$ cat src/rtl/acc61_pkg.sv
// Shared widths and FSM state encoding for the acc61 accumulate sequencer.
// Imported by acc61_if, acc61_zext_add and acc61_sequencer.
package acc61_pkg;

  localparam int ACC_W = 61;
  localparam int PP_W  = 45;
  localparam int CNT_W = 4;

  typedef enum logic [1:0] {
    ST_IDLE  = 2'd0,
    ST_ACCUM = 2'd1,
    ST_DONE  = 2'd2
  } state_e;

endpackage

$ cat src/rtl/acc61_if.sv
// Start / partial-product / result handshake bundle of acc61_sequencer.
// master: job source and result consumer; slave: the sequencer.
interface acc61_if
  import acc61_pkg::*;
#(
  parameter int AW = ACC_W,
  parameter int PW = PP_W,
  parameter int CW = CNT_W
);

  logic          start_valid;
  logic          start_ready;
  logic [AW-1:0] start_init;
  logic [CW-1:0] start_count;
  logic          pp_valid;
  logic          pp_ready;
  logic [PW-1:0] pp_data;
  logic          res_valid;
  logic          res_ready;
  logic [AW-1:0] res_data;
  logic          res_ovf;
  logic          busy;

  modport master (
    output start_valid, start_init, start_count,
    output pp_valid, pp_data, res_ready,
    input  start_ready, pp_ready, res_valid,
    input  res_data, res_ovf, busy
  );

  modport slave (
    input  start_valid, start_init, start_count,
    input  pp_valid, pp_data, res_ready,
    output start_ready, pp_ready, res_valid,
    output res_data, res_ovf, busy
  );

endinterface

$ cat src/rtl/acc61_zext_add.sv
// Combinational adder pass: sum = a + zero-extended b, with carry-out.
// Ports: a (AW), b (PW), sum (AW+1, MSB is carry-out).
module acc61_zext_add
  import acc61_pkg::*;
#(
  parameter int AW = ACC_W,
  parameter int PW = PP_W
) (
  input  logic [AW-1:0] a,
  input  logic [PW-1:0] b,
  output logic [AW:0]   sum
);

  logic [AW:0] b_ext;

  assign b_ext = {{(AW + 1 - PW){1'b0}}, b};
  assign sum   = {1'b0, a} + b_ext;

endmodule

$ cat src/rtl/acc61_sequencer.sv
// Multi-cycle 61b += 45b accumulate controller (IDLE/ACCUM/DONE).
// Ports: clk, rst (sync, active-high), bus (acc61_if.slave).
// Optional ACC61_OVF_FLAG_EN: sticky carry-out reported on res_ovf.
module acc61_sequencer
  import acc61_pkg::*;
(
  input  logic     clk,
  input  logic     rst,
  acc61_if.slave   bus
);

  state_e             state;
  state_e             state_n;
  logic [ACC_W-1:0]   acc;
  logic [CNT_W-1:0]   remaining;
  logic [ACC_W:0]     sum;
  logic               start_ready_q;
  logic               pp_ready_q;
  logic               res_valid_q;
  logic               busy_q;
  logic               start_hs;
  logic               pp_hs;
  logic               res_hs;

  acc61_zext_add #(
    .AW (ACC_W),
    .PW (PP_W)
  ) u_add (
    .a   (acc),
    .b   (bus.pp_data),
    .sum (sum)
  );

  assign start_hs = bus.start_valid & start_ready_q;
  assign pp_hs    = bus.pp_valid & pp_ready_q;
  assign res_hs   = res_valid_q & bus.res_ready;

  always_comb begin
    state_n = state;
    unique case (state)
      ST_IDLE: begin
        if (start_hs)
          state_n = (bus.start_count == '0) ? ST_DONE : ST_ACCUM;
      end
      ST_ACCUM: begin
        if (pp_hs && remaining == CNT_W'(1))
          state_n = ST_DONE;
      end
      ST_DONE: begin
        if (res_hs)
          state_n = ST_IDLE;
      end
      default: state_n = ST_IDLE;
    endcase
  end

  // Handshake flags are registered copies of the next-state decode.
  always_ff @(posedge clk) begin
    if (rst) begin
      state         <= ST_IDLE;
      acc           <= '0;
      remaining     <= '0;
      start_ready_q <= 1'b1;
      pp_ready_q    <= 1'b0;
      res_valid_q   <= 1'b0;
      busy_q        <= 1'b0;
    end else begin
      state         <= state_n;
      start_ready_q <= (state_n == ST_IDLE);
      pp_ready_q    <= (state_n == ST_ACCUM);
      res_valid_q   <= (state_n == ST_DONE);
      busy_q        <= (state_n != ST_IDLE);
      if (start_hs) begin
        acc       <= bus.start_init;
        remaining <= bus.start_count;
      end else if (pp_hs) begin
        acc       <= sum[ACC_W-1:0];
        remaining <= remaining - CNT_W'(1);
      end
    end
  end

`ifdef ACC61_OVF_FLAG_EN
  logic ovf;

  always_ff @(posedge clk) begin
    if (rst)
      ovf <= 1'b0;
    else if (start_hs)
      ovf <= 1'b0;
    else if (pp_hs)
      ovf <= ovf | sum[ACC_W];
  end

  assign bus.res_ovf = ovf;
`else
  logic unused_carry;

  assign unused_carry = sum[ACC_W];
  assign bus.res_ovf  = 1'b0;
`endif

  assign bus.start_ready = start_ready_q;
  assign bus.pp_ready    = pp_ready_q;
  assign bus.res_valid   = res_valid_q;
  assign bus.busy        = busy_q;
  assign bus.res_data    = acc;

endmodule
$ cat src/flat_wrapper.sv
// flat-port wrapper written by rule: the top's interface ports become plain ports
module acc61_sequencer_flat import acc61_pkg::*;
  (clk, rst, bus_start_valid, bus_start_init, bus_start_count, bus_pp_valid, bus_pp_data, bus_res_ready, bus_start_ready, bus_pp_ready, bus_res_valid, bus_res_data, bus_res_ovf, bus_busy);
  acc61_if bus_i ();
  input  logic clk;
  input  logic rst;
  input wire logic [$bits(bus_i.start_valid)-1:0] bus_start_valid;
  input wire logic [$bits(bus_i.start_init)-1:0] bus_start_init;
  input wire logic [$bits(bus_i.start_count)-1:0] bus_start_count;
  input wire logic [$bits(bus_i.pp_valid)-1:0] bus_pp_valid;
  input wire logic [$bits(bus_i.pp_data)-1:0] bus_pp_data;
  input wire logic [$bits(bus_i.res_ready)-1:0] bus_res_ready;
  output wire logic [$bits(bus_i.start_ready)-1:0] bus_start_ready;
  output wire logic [$bits(bus_i.pp_ready)-1:0] bus_pp_ready;
  output wire logic [$bits(bus_i.res_valid)-1:0] bus_res_valid;
  output wire logic [$bits(bus_i.res_data)-1:0] bus_res_data;
  output wire logic [$bits(bus_i.res_ovf)-1:0] bus_res_ovf;
  output wire logic [$bits(bus_i.busy)-1:0] bus_busy;
  assign bus_i.start_valid = bus_start_valid;
  assign bus_i.start_init = bus_start_init;
  assign bus_i.start_count = bus_start_count;
  assign bus_i.pp_valid = bus_pp_valid;
  assign bus_i.pp_data = bus_pp_data;
  assign bus_i.res_ready = bus_res_ready;
  assign bus_start_ready = bus_i.start_ready;
  assign bus_pp_ready = bus_i.pp_ready;
  assign bus_res_valid = bus_i.res_valid;
  assign bus_res_data = bus_i.res_data;
  assign bus_res_ovf = bus_i.res_ovf;
  assign bus_busy = bus_i.busy;
  acc61_sequencer u_core (.clk(clk), .rst(rst), .bus(bus_i));
endmodule
$ cat config.mk
export PLATFORM = sky130hd
export DESIGN_NAME = acc61_sequencer_flat
export DESIGN_NICKNAME = d
export VERILOG_FILES = /design/src/rtl/acc61_pkg.sv /design/src/rtl/acc61_if.sv /design/src/rtl/acc61_zext_add.sv /design/src/rtl/acc61_sequencer.sv /design/src/flat_wrapper.sv
export SDC_FILE = /design/constraint.sdc
export NUM_CORES = 1
export LEC_CHECK = 0
export CORE_MARGIN = 3
export CORE_UTILIZATION = 50
export CTS_CLUSTER_DIAMETER = 50
export DETAILED_ROUTE_END_ITERATION = 8
export PLACE_DENSITY = 0.85
export RECOVER_POWER = 25
export SYNTH_ARGS = -nofsm -noshare
export SYNTH_HDL_FRONTEND = slang
export SYNTH_SLANG_ARGS = --single-unit
$ cat constraint.sdc
create_clock -name clk -period 7.8 [get_ports clk]
set_clock_uncertainty 0.05 [all_clocks]
set_input_delay 1.56 -clock clk [delete_from_list [all_inputs] [get_ports clk]]
set_output_delay 1.56 -clock clk [all_outputs]
set_load 0.03 [all_outputs]
### Word-level counts from Yosys, hierarchy flattened

Index checks and enable logic that the tools add are counted.

* flip-flop bits (word level): 71
* bits of input ports: 115
* output and inout port bits: 66
* word-level logic and storage cells: 32

* $add $sub $neg: 2
* eq/ne operators: 5
* multiplexer cells: 9
* bitwise logic cells: 3
* reduce and logical (&&, ||, !) cells: 6

Operator list (number)
* 61-bit 2-to-1 mux: 2
* 61-bit by 45-bit adder with 61-bit output: 1
* 2-bit 2-to-1 mux: 4
* 4-bit 2-to-1 mux: 2
* 2-bit case mux with 3 select lines: 1
* 2-bit by 1-bit equality test with 1-bit output, second input constant: 2
* 2-bit equality test, second input constant: 2
* 4-bit by 1-bit equality test with 1-bit output, second input constant: 1
* 2-bit zero test: 2
* 4-bit zero test: 1
* 2-bit nonzero test: 2
* 4-bit by 1-bit subtractor with 4-bit output, second input constant: 1
* 1-bit AND: 3
* 1-bit logical AND: 1

### Logic depth before layout (Yosys ltp)

Gate-level depths: netlist of run 1.

* depth in word-level cells: 5
* depth in mapped cells: 12

### Hierarchy

A second synthesis of run 1 with hierarchy kept.

* cells, all modules: 798
* area total of the unflattened synthesis: 5993.2 µm²

Modules (own cells, without submodules)
* acc61_sequencer: times used 1, cells an instance 392, area each 3059.2 µm², seq. area each 1421.4 µm²
* acc61_zext_add: times used 1, cells an instance 406, area each 2934.1 µm², seq. area each 0.0 µm²

### Worst setup path after synthesis of run 1

No wires, ideal clock.

* path type: input to register
* start point: input bus_pp_data[4]
* end point: register u_core.acc[57] (netlist: u_core.bus.res_data[57])
* data arrival time: 3.831 ns
* required time: 7.633 ns
* setup slack: 3.802 ns
* stages: 11
* path buffers: 0
* cells stage by stage: ha_1 -> a21oi_1 -> o211ai_2 -> nand4_1 -> nand3_1 -> a31o_2 -> a41o_4 -> a211oi_4 -> nor4_1 -> xor2_1 -> a22o_1

* word-level cells in the longest chain between the ends: 3

Ends and longest elaborated chain
* start, declared: line flat_wrapper.sv:11 `input wire logic [$bits(bus_i.pp_data)-1:0] bus_pp_data;`
* 61-bit by 45-bit adder with 61-bit output: line acc61_zext_add.sv:17 `assign sum = {1'b0, a} + b_ext;`
* 61-bit 2-to-1 mux: line acc61_sequencer.sv:76 `end else if (pp_hs) begin`
* 61-bit 2-to-1 mux: line acc61_sequencer.sv:73 `if (start_hs) begin`
* end signal, assigned: line acc61_sequencer.sv:74 `acc <= bus.start_init;`
* end signal, assigned: line acc61_sequencer.sv:77 `acc <= sum[ACC_W-1:0];`
* end, declared: line acc61_sequencer.sv:14 `logic [ACC_W-1:0] acc;`

Every way passes these cells. The select of a mux whose other input is x is not followed.
A chain may end at the register's enable or synchronous reset.

### Worst setup path after layout of run 1

* start point: input bus_pp_data[0]
* end point: register u_core.acc[54] (netlist: u_core.bus.res_data[54])

Same word-level chain as after synthesis.

==> reports/results.tsv, run 1 <==
metric	value	unit
outcome	finished clean	
end_kind	flip-flop	
initial_core_util	0.524	
crit_chain	clkdlybuf4s50_1 -> ha_1 -> fa_1 -> a21oi_1 -> o21ai_1 -> a21oi_1 -> a21oi_1 -> nand4_1 -> nand2_1 -> a31oi_1 -> and4bb_1 -> xnor2_1 -> a211oi_1	
highest_layer	met4	
coreArea	11100	µm²
grt_max_degree	99	
intPower	0.903	mW
p_per_area	192	nW/µm²
synth_area_leaders	dfxtp_1 (24%), ha_1 (10%), a21oi_1 (7.2%)	
multi_input_area	4080	µm²
worst_slew_pin_slew	973	ps
first_iter_violations	532	
nNetsFinal	1082	
vias	6398	
fp.dieH	114	µm
ir_drop	0.245	mV
regArea	1420	µm²
final_cell_mix	clkdlybuf4s50_1 (144), nand2_1 (105), a21oi_1 (84), nor2_1 (84), dfxtp_1 (71)	
synth_edf_count	0	
post_cts_buffers	0	
synth_area	5800	µm²
hold_viol_final	0	
via_per_inst	6.01	
crit_arrival	4740	ps
dr_wl_met3	1470	µm
synth_top_area_frac	0.245	
holdBufCountCts	0	
layout_commonest_cell	clkdlybuf4s50_1	
clkLatencyLatePin	340	ps
met2_length	8580	µm
ys.flop_type	dfxtp_1	
cp_max_fo	6	
post-route-period-util	0.581	
place.gp.congestion	0.971	
drtAntennaViolNets	0	
syn-num-nets	931	
async_reset_ff_frac	0	
htreeDepth	3	
dpl.hpwl	14200	µm
cts_sinks	71	
cts_resized	0	
ys.warnings.count	0	
met1_length	8550	µm
crit_buf_inv	1	
worstRegToRegCells	12	
io_buffers	179	
fin_crit	4530	ps
die-area	12900	µm²
max_cap_viol_count	0	
grt_usage	0.289	
finalMaxSlewViolations	0	
hold_path_depth	2	
wirelength	18900	µm
max_freq	221	MHz
antenna_found_initial	1	
p_sw_frac	0.402	
power_frac_clock	0.269	
ys_types	69	
ios	181	
slew_headroom	0.351	
numCtsBuffers	9	
total_power	1.51	mW
synth_cells	768	
cts_tree	yes	
synth-seq-cells	71	
n_fill_cell	924	
cts_root_buf	clkbuf_16	
yosysSeqAreaShare	0.245	
sequentialPowerShare	0.294	
crit_cells	13	
leakagePower	3.13	nW
synth_top_area_cell	dfxtp_1	
worstSetupStartpointType	input pin	
drive_above_1_share	0.0465	
hp-class	reg -> reg	
rsz0062_at_grt	no	
fin_tns_setup	0	ps
clockBufferDepth	2	
grt_pass1_wl	30300	µm
synth.avg_cell_area	7.56	µm²
cp_data_required_time	8010	ps
area_growth	35.3	%
setup_violations	0	
cpMaxStageDelayCell	a31oi_1	
post_drt_wl_per_cell	17.7	µm
cpPeakStageDelay	430	ps
combPwrFrac	0.437	
cp_common_cell	a21oi_1	
grt_pass1_vias	6090	
critical_path_class	in -> reg	
std_cell_rows	38	
dieWidth	114	µm
p_switching	0.607	mW
clk_pin_slew	70	ps
gr-total-overflow	0	
dr.pass1.iters	5	
path_delay_family	compound AO/OA/AOI/OAI gates	
drc	0	
[synthesized netlist by cell type (all sizes together), types with 7 or more instances]
library cell and instances:
a211oi 33, a21o 18, a21oi 85, a311oi 25, and3 8, buf 14
clkbuf 27, dfxtp 71, ha 47, inv 15, nand2 108, nand3 13
nand4 19, nor2 84, nor3 11, o21ai 41, o21bai 11, or3 7
xnor2 42, xor2 15
[cell families (layout without fill, tap and decap cells)]
logic type	Yosys count	after routing	synth area share
XOR/XNOR	57	57	0.0860
buffers and inverters	60	216	0.0533
AO/OA/AOI/OAI	256	256	0.294
AND/OR/NAND/NOR	275	275	0.216
other	1	2	0.000646
adder cells (fa/ha/maj)	48	48	0.105
flip-flops	71	71	0.245
[stage by stage]
stage	instances	utilization	worst slack, ps	cell area, µm²	hold slack, ps
after floorplan	768	-	3800	5800	423
after global placement	1048	0.683	3070	7560	439
after detailed placement	1048	0.683	2920	7560	443
after CTS	1064	0.709	3300	7850	456
after global routing	1064	0.709	3060	7850	477
final	1065	0.709	3270	7850	449
[worst register-to-register path: stages, from the launching register on]
cell      delay, ps
dfxtp_1         320
ha_1            230
fa_1            410
a21oi_1         210
o21ai_1          80
a21oi_1         360
a21oi_1         220
nand4_1         120
nand2_1         150
a31oi_1         430
and4bb_1        250
xnor2_1         120
a211oi_1        210
[final timing paths]
check	start	endpoint	slack, ps
worst min register to register	u_core.bus.res_data[6]	u_core.bus.res_data[6]	450
worst max register to register	u_core.bus.res_data[0]	u_core.bus.res_data[54]	4560
worst min-delay path	u_core.bus.res_data[6]	u_core.bus.res_data[6]	450
worst max-delay path	bus_pp_data[0]	u_core.bus.res_data[54]	3270
[power groups by stage]
stage	logic [mW]	clock network, mW	registers [mW]
CTS	0.660	0.411	0.443
global route	0.715	0.426	0.449
floorplan	0.373	0	0.514
global placement	0.652	0	0.450
detailed placement	0.656	0	0.451
finish	0.660	0.406	0.443
[area by class of cell]
class,instances,area share
Tap cell,140,0.0223
Sequential cell,71,0.181
Clock buffer,9,0.0287
Inverter,16,0.00781
Antenna cell,1,0.000319
Multi-Input combinational cell,637,0.520
Clock inverter,7,0.00765
Timing Repair Buffer,184,0.232
[sequential cells by signal, indices dropped and copies added (netlist names)]
name,flops
u_core.bus.busy,1
u_core.bus.pp_ready,1
u_core.bus.res_data,61
u_core.bus.res_valid,1
u_core.bus.start_ready,1
u_core.remaining,4
u_core.state,2
[metal layers]
metal  vias up  track usage
met3        24       0.0541
met1      2942        0.399
met5         -            0
met2       307        0.462
li1       3125            -
met4         0       0.0817
Power figures use the tool's default switching activity.
==> run 2, diff against run 1 <==
CORE_UTILIZATION = 43   (was 50)
PLACE_DENSITY = 0.78   (was 0.85)
clock period = 4.1 ns   (was 7.8 ns; I/O delays follow)
==> run 2 against run 1 <==
  * The flow now finishes with violations (max-capacitance violations, max-slew violations)
  * Hold slack worse by 1.8 ps
  * Cell area up 1.9%
  * Die area up 15%
  * Register-to-register slack worse by 3700 ps
  * Worst setup slack worse by 2900 ps
  * Count of clock-buffer cells in the layout unchanged
  * Clock power up 120%
  * Global-route usage down 2.5 points
  * Non-clock buffer count up 10
  * Critical path depth down 1
  * Largest cell class unchanged
  * Highest routed layer unchanged
==> reports/results.tsv, run 2 (synthesized netlist as in run 1, its figures left out) <==
metric	value	unit	change
hp-class	reg -> reg		
p_switching	1.16	mW	+92%
dieWidth	122	µm	+7.4%
first_iter_violations	688		+29%
cpPeakStageDelay	550	ps	+120 ps
clockBufferDepth	2		unchanged
cts_resized	0		unchanged
fin_cells	1106		+3.8%
initial_core_util	0.449		-0.0749
end_kind	flip-flop		
clkLatencyLatePin	360	ps	+20 ps
ios	181		unchanged
path_delay_family	compound AO/OA/AOI/OAI gates		
io_buffers	179		unchanged
hold_viol_final	0		unchanged
numCtsBuffers	9		unchanged
vias	6405		+0.11%
violations	max-capacitance violations, max-slew violations		
antenna_found_initial	0		-1
coreArea	12900	µm²	+17%
wirelength	19700	µm	+4.5%
ir_drop	0.217	mV	-12%
numPlacedInstances	1090		+4.0%
clk_pin_slew	70	ps	about the same
die-area	14900	µm²	+15%
cts_root_buf	clkbuf_16		
multi_input_area	4080	µm²	about the same
p_per_area	377	nW/µm²	+96%
whs	447	ps	-1.76 ps
cp_max_fo	5		-1
grt_pass1_wl	31300	µm	+3.0%
grt_usage	0.264		-0.0251
combPwrFrac	0.426		-0.011
largest_reg_flops	61		unchanged
post_cts_buffers	0		unchanged
crit_buf_inv	1		unchanged
dr.pass1.iters	5		unchanged
regArea	1420	µm²	unchanged
cp_common_cell	a211oi_1		
final_cell_mix	clkdlybuf4s50_1 (149), nand2_1 (106), a21oi_1 (84), nor2_1 (84), dfxtp_1 (71)		
n_fill_cell	1191		+29%
cts_sinks	71		unchanged
grt_pass1_vias	6189		+1.6%
via_per_inst	5.79		-3.6%
worst_slew_pin_slew	1960	ps	+986 ps
fin_tns_setup	0	ps	unchanged
post_drt_wl_per_cell	17.9	µm	+0.60%
area_growth	37.9	%	
worstSetupStartpointType	input pin		
std_cell_rows	41		+7.9%
critical_path_class	in -> reg		
slew_headroom	-0.306		-0.658
cts_tree	yes		
fin_crit	3770	ps	
dpl.hpwl	15100	µm	+6.4%
max_cap_viol_count	1		+1
n_antenna_cell	0		-1
rsz0062_at_grt	no		
grt_max_degree	51		-48%
max_freq	265	MHz	
holdBufCountCts	0		unchanged
power_frac_clock	0.295		+0.026
drtAntennaViolNets	0		unchanged
cpMaxStageDelayCell	a211oi_1		
outcome	finished, violations left		
leakagePower	3.18	nW	+1.7%
intPower	1.85	mW	+110%
crit_arrival	3990	ps	-750 ps
htreeDepth	3		unchanged
sequentialPowerShare	0.279		-0.015
setup_violations	0		unchanged
fp.dieH	122	µm	+7.4%
gr-total-overflow	0		unchanged
place.gp.congestion	1.02		+4.8%
drc	0		unchanged
drive_above_1_share	0.0546		+0.00807
layout_commonest_cell	clkdlybuf4s50_1		
finalMaxSlewViolations	40		+40
crit_chain	clkdlybuf4s50_1 -> ha_1 -> a21oi_1 -> and2_1 -> a22o_1 -> a211oi_1 -> o211a_1 -> a211o_1 -> nand4_1 -> a211oi_1 -> xnor2_1 -> a211oi_1		
cp_data_required_time	4320	ps	-3690 ps
post-route-period-util	0.919		
p_sw_frac	0.386		-0.0163
nNetsFinal	1092		+0.92%
[run 2: cell types whose count changed in the layout (fill, tap and decap cells not counted), moves of 2 or more]
cell             delta
clkinvlp_4          -2
dlygate4sd3_1       -5
buf_4               +9
bufinv_16           +2
clkdlybuf4s50_1     +5
[run 2: cell type report]
class / count / share of cell area
Clock inverter: 7 / 0.0128
Timing Repair Buffer: 194 / 0.237
Multi-Input combinational cell: 637 / 0.510
Tap cell: 172 / 0.0269
Clock buffer: 9 / 0.0281
Sequential cell: 71 / 0.178
Inverter: 16 / 0.00766
[run 2: final timing paths]
kind | slack, ps | to | cells after the start | start
min reg2reg | 450 | u_core.bus.res_data[19] | 2 | u_core.bus.res_data[19]
max reg2reg | 880 | u_core.bus.res_data[56] | 11 | u_core.bus.res_data[9]
min | 450 | u_core.bus.res_data[19] | 2 | u_core.bus.res_data[19]
max | 330 | u_core.bus.res_data[56] | 12 | bus_pp_data[7]
[run 2: per-stage QoR]
step	utilization	total power [mW]	cell area [µm²]	setup WS, ps
final	0.619	3.02	8000	333
after CTS	0.619	3.02	8010	436
after global placement	0.594	2.12	7680	113
after global routing	0.619	3.17	8000	101
after floorplan	-	1.69	5800	842
after detailed placement	0.594	2.13	7680	47.9
[run 2: metal layers]
metal / routed length, µm / up-vias / GRT usage / part of all wire
met5: 0 / - / 0 / 0
met4: 450 / 0 / 0.0854 / 0.023
met3: 1510 / 41 / 0.0543 / 0.076
met2: 8700 / 280 / 0.411 / 0.44
met1: 9080 / 2953 / 0.365 / 0.46
li1: - / 3131 / - / -
[run 2: power by group through the flow]
| stage | clock network [mW] | registers (mW) | logic [mW] |
|---|---|---|---|
| final | 0.889 | 0.841 | 1.29 |
| after global routing | 0.924 | 0.851 | 1.40 |
| after CTS | 0.901 | 0.842 | 1.28 |
| after detailed placement | 0 | 0.856 | 1.27 |
| after global placement | 0 | 0.856 | 1.26 |
| after floorplan | 0 | 0.979 | 0.710 |
[run 2: worst reg2reg max path: cells and delay by family (launching register included)]
| family | cells | cell delay (ps) |
|---|---|---|
| AO/OA/AOI/OAI | 7 | 1870 |
| XOR/XNOR | 1 | 90 |
| adder cells (fa/ha/maj) | 1 | 350 |
| flip-flops | 1 | 330 |
| AND/OR/NAND/NOR | 2 | 450 |
==> run 3, diff against run 2 <==
RECOVER_POWER = 50   (was 25)
SLEW_MARGIN = 10   (was not set)
==> run 3 against run 2 <==
  * The flow still finishes with violations (max-capacitance violations, max-slew violations)
  * Routed wire length shrank 0.23%
  * Sequential power is essentially flat
  * Count of clock-buffer cells in the layout is the same
  * Final cell count unchanged
  * Sequential share of layout area barely moved
  * Critical path type unchanged
  * Largest power group unchanged
==> reports/results.tsv, run 3 (synthesized netlist as in run 1, its figures left out) <==
metric	value	unit	change
numCtsBuffers	9		unchanged
post-place-ws	47.9	ps	unchanged
largest_reg_flops	61		unchanged
outcome	finished, violations left		
final_area	8000	µm²	about the same
cp_max_fo	5		unchanged
grt_max_degree	51		unchanged
place.gp.congestion	1.02		unchanged
post_drt_wl_per_cell	17.8	µm	-0.23%
ios	181		unchanged
clkLatencyLatePin	350	ps	about the same
grt_pass1_wl	31300	µm	unchanged
rsz0062_at_grt	no		
p_per_area	375	nW/µm²	-0.55%
holdBufCountCts	0		unchanged
end_kind	flip-flop		
clockBufferDepth	2		unchanged
drc	0		unchanged
hp-class	reg -> reg		
vias	6401		-0.062%
cts_resized	0		unchanged
violations	max-capacitance violations, max-slew violations		
grt_usage	0.264		unchanged
leakagePower	3.25	nW	+2.0%
post_cts_buffers	0		unchanged
max_cap_viol_count	1		unchanged
finalMaxSlewViolations	40		unchanged
initial_core_util	0.449		unchanged
first_iter_violations	679		-1.3%
htreeDepth	3		unchanged
hold_viol_final	0		unchanged
cp_data_required_time	4320	ps	about the same
fin_crit	3760	ps	-9.52 ps
dr.pass1.iters	6		+1
post-route-period-util	0.917		-0.00232
io_buffers	179		unchanged
wirelength	19700	µm	-0.23%
place_area	7680	µm²	unchanged
fp.dieH	122	µm	unchanged
dieWidth	122	µm	unchanged
critical_path_class	in -> reg		
via_per_inst	5.79		about the same
slew_headroom	-0.307		-0.00130
final_cell_mix	clkdlybuf4s50_1 (119), nand2_1 (106), a21oi_1 (84), nor2_1 (84), dfxtp_1 (71)		
die-area	14900	µm²	unchanged
antenna_found_initial	0		unchanged
cts_root_buf	clkbuf_16		
ir_drop	0.216	mV	-0.11%
n_antenna_cell	0		unchanged
gr-total-overflow	0		unchanged
setup_violations	0		unchanged
std_cell_rows	41		unchanged
area_growth	37.8	%	about the same
layout_commonest_cell	clkdlybuf4s50_1		
setup_ws	342	ps	+9.52 ps
n_fill_cell	1192		+0.084%
crit_arrival	3980	ps	about the same
dpl.hpwl	15100	µm	unchanged
max_freq	266	MHz	+0.25%
drive_above_1_share	0.0546		unchanged
drtAntennaViolNets	0		unchanged
cts_sinks	71		unchanged
coreArea	12900	µm²	unchanged
worst_slew_pin_slew	1960	ps	+1.96 ps
grt_pass1_vias	6189		unchanged
cts_tree	yes		
nNetsFinal	1092		unchanged
clk_pin_slew	70	ps	about the same
worstSetupStartpointType	input pin		
fin_tns_setup	0	ps	unchanged
-- run 3: cell type report --
type                       count  area [µm²]  share of cell area
clock buffer                   9         225              0.0282
multi-input combinational    637        4080               0.510
sequential                    71        1420               0.178
timing repair buffer         194        1890               0.237
tap                          172         215              0.0269
inverter                      16        61.3             0.00766
clock inverter                 7         103              0.0128
-- run 3: final timing paths --
path,start,to,slack [ps],cells past startpoint
max reg2reg,u_core.bus.res_data[9],u_core.bus.res_data[56],890,11
min reg2reg,u_core.bus.res_data[19],u_core.bus.res_data[19],450,2
max,bus_pp_data[7],u_core.bus.res_data[56],340,12
min,u_core.bus.res_data[19],u_core.bus.res_data[19],450,2
-- run 3: through the flow --
step                hold WS (ps)  total power [mW]  std cells  utilization
global placement             439              2.12       1090        0.594
global route                 469              3.16       1106        0.619
detailed placement           443              2.13       1090        0.594
finish                       447              3.00       1106        0.619
floorplan                    423              1.69        768            -
CTS                          452              3.02       1106        0.619
-- run 3: worst max-delay path, stage by stage --
cell and delay (ps):
clkdlybuf4s50_1 420, ha_1 370, a21oi_1 100, and2_1 170, a22o_1 250, a211oi_1 530, o211a_1 230, a211o_1 170
nand4_1 270, a211oi_1 340, xnor2_1 90, a211oi_1 230
-- run 3: report_power, final --
part           total, mW  switching, mW  internal (mW)
clock              0.887          0.347          0.540
sequential         0.840         0.0726          0.768
combinational       1.27          0.739          0.532
-- run 3: routing by layer --
| layer | track usage | share of wire | vias up |
|---|---|---|---|
| li1 | - | - | 3135 |
| met1 | 0.365 | 0.46 | 2955 |
| met2 | 0.411 | 0.44 | 269 |
| met3 | 0.0543 | 0.077 | 42 |
| met4 | 0.0854 | 0.022 | 0 |
| met5 | 0 | 0 | - |
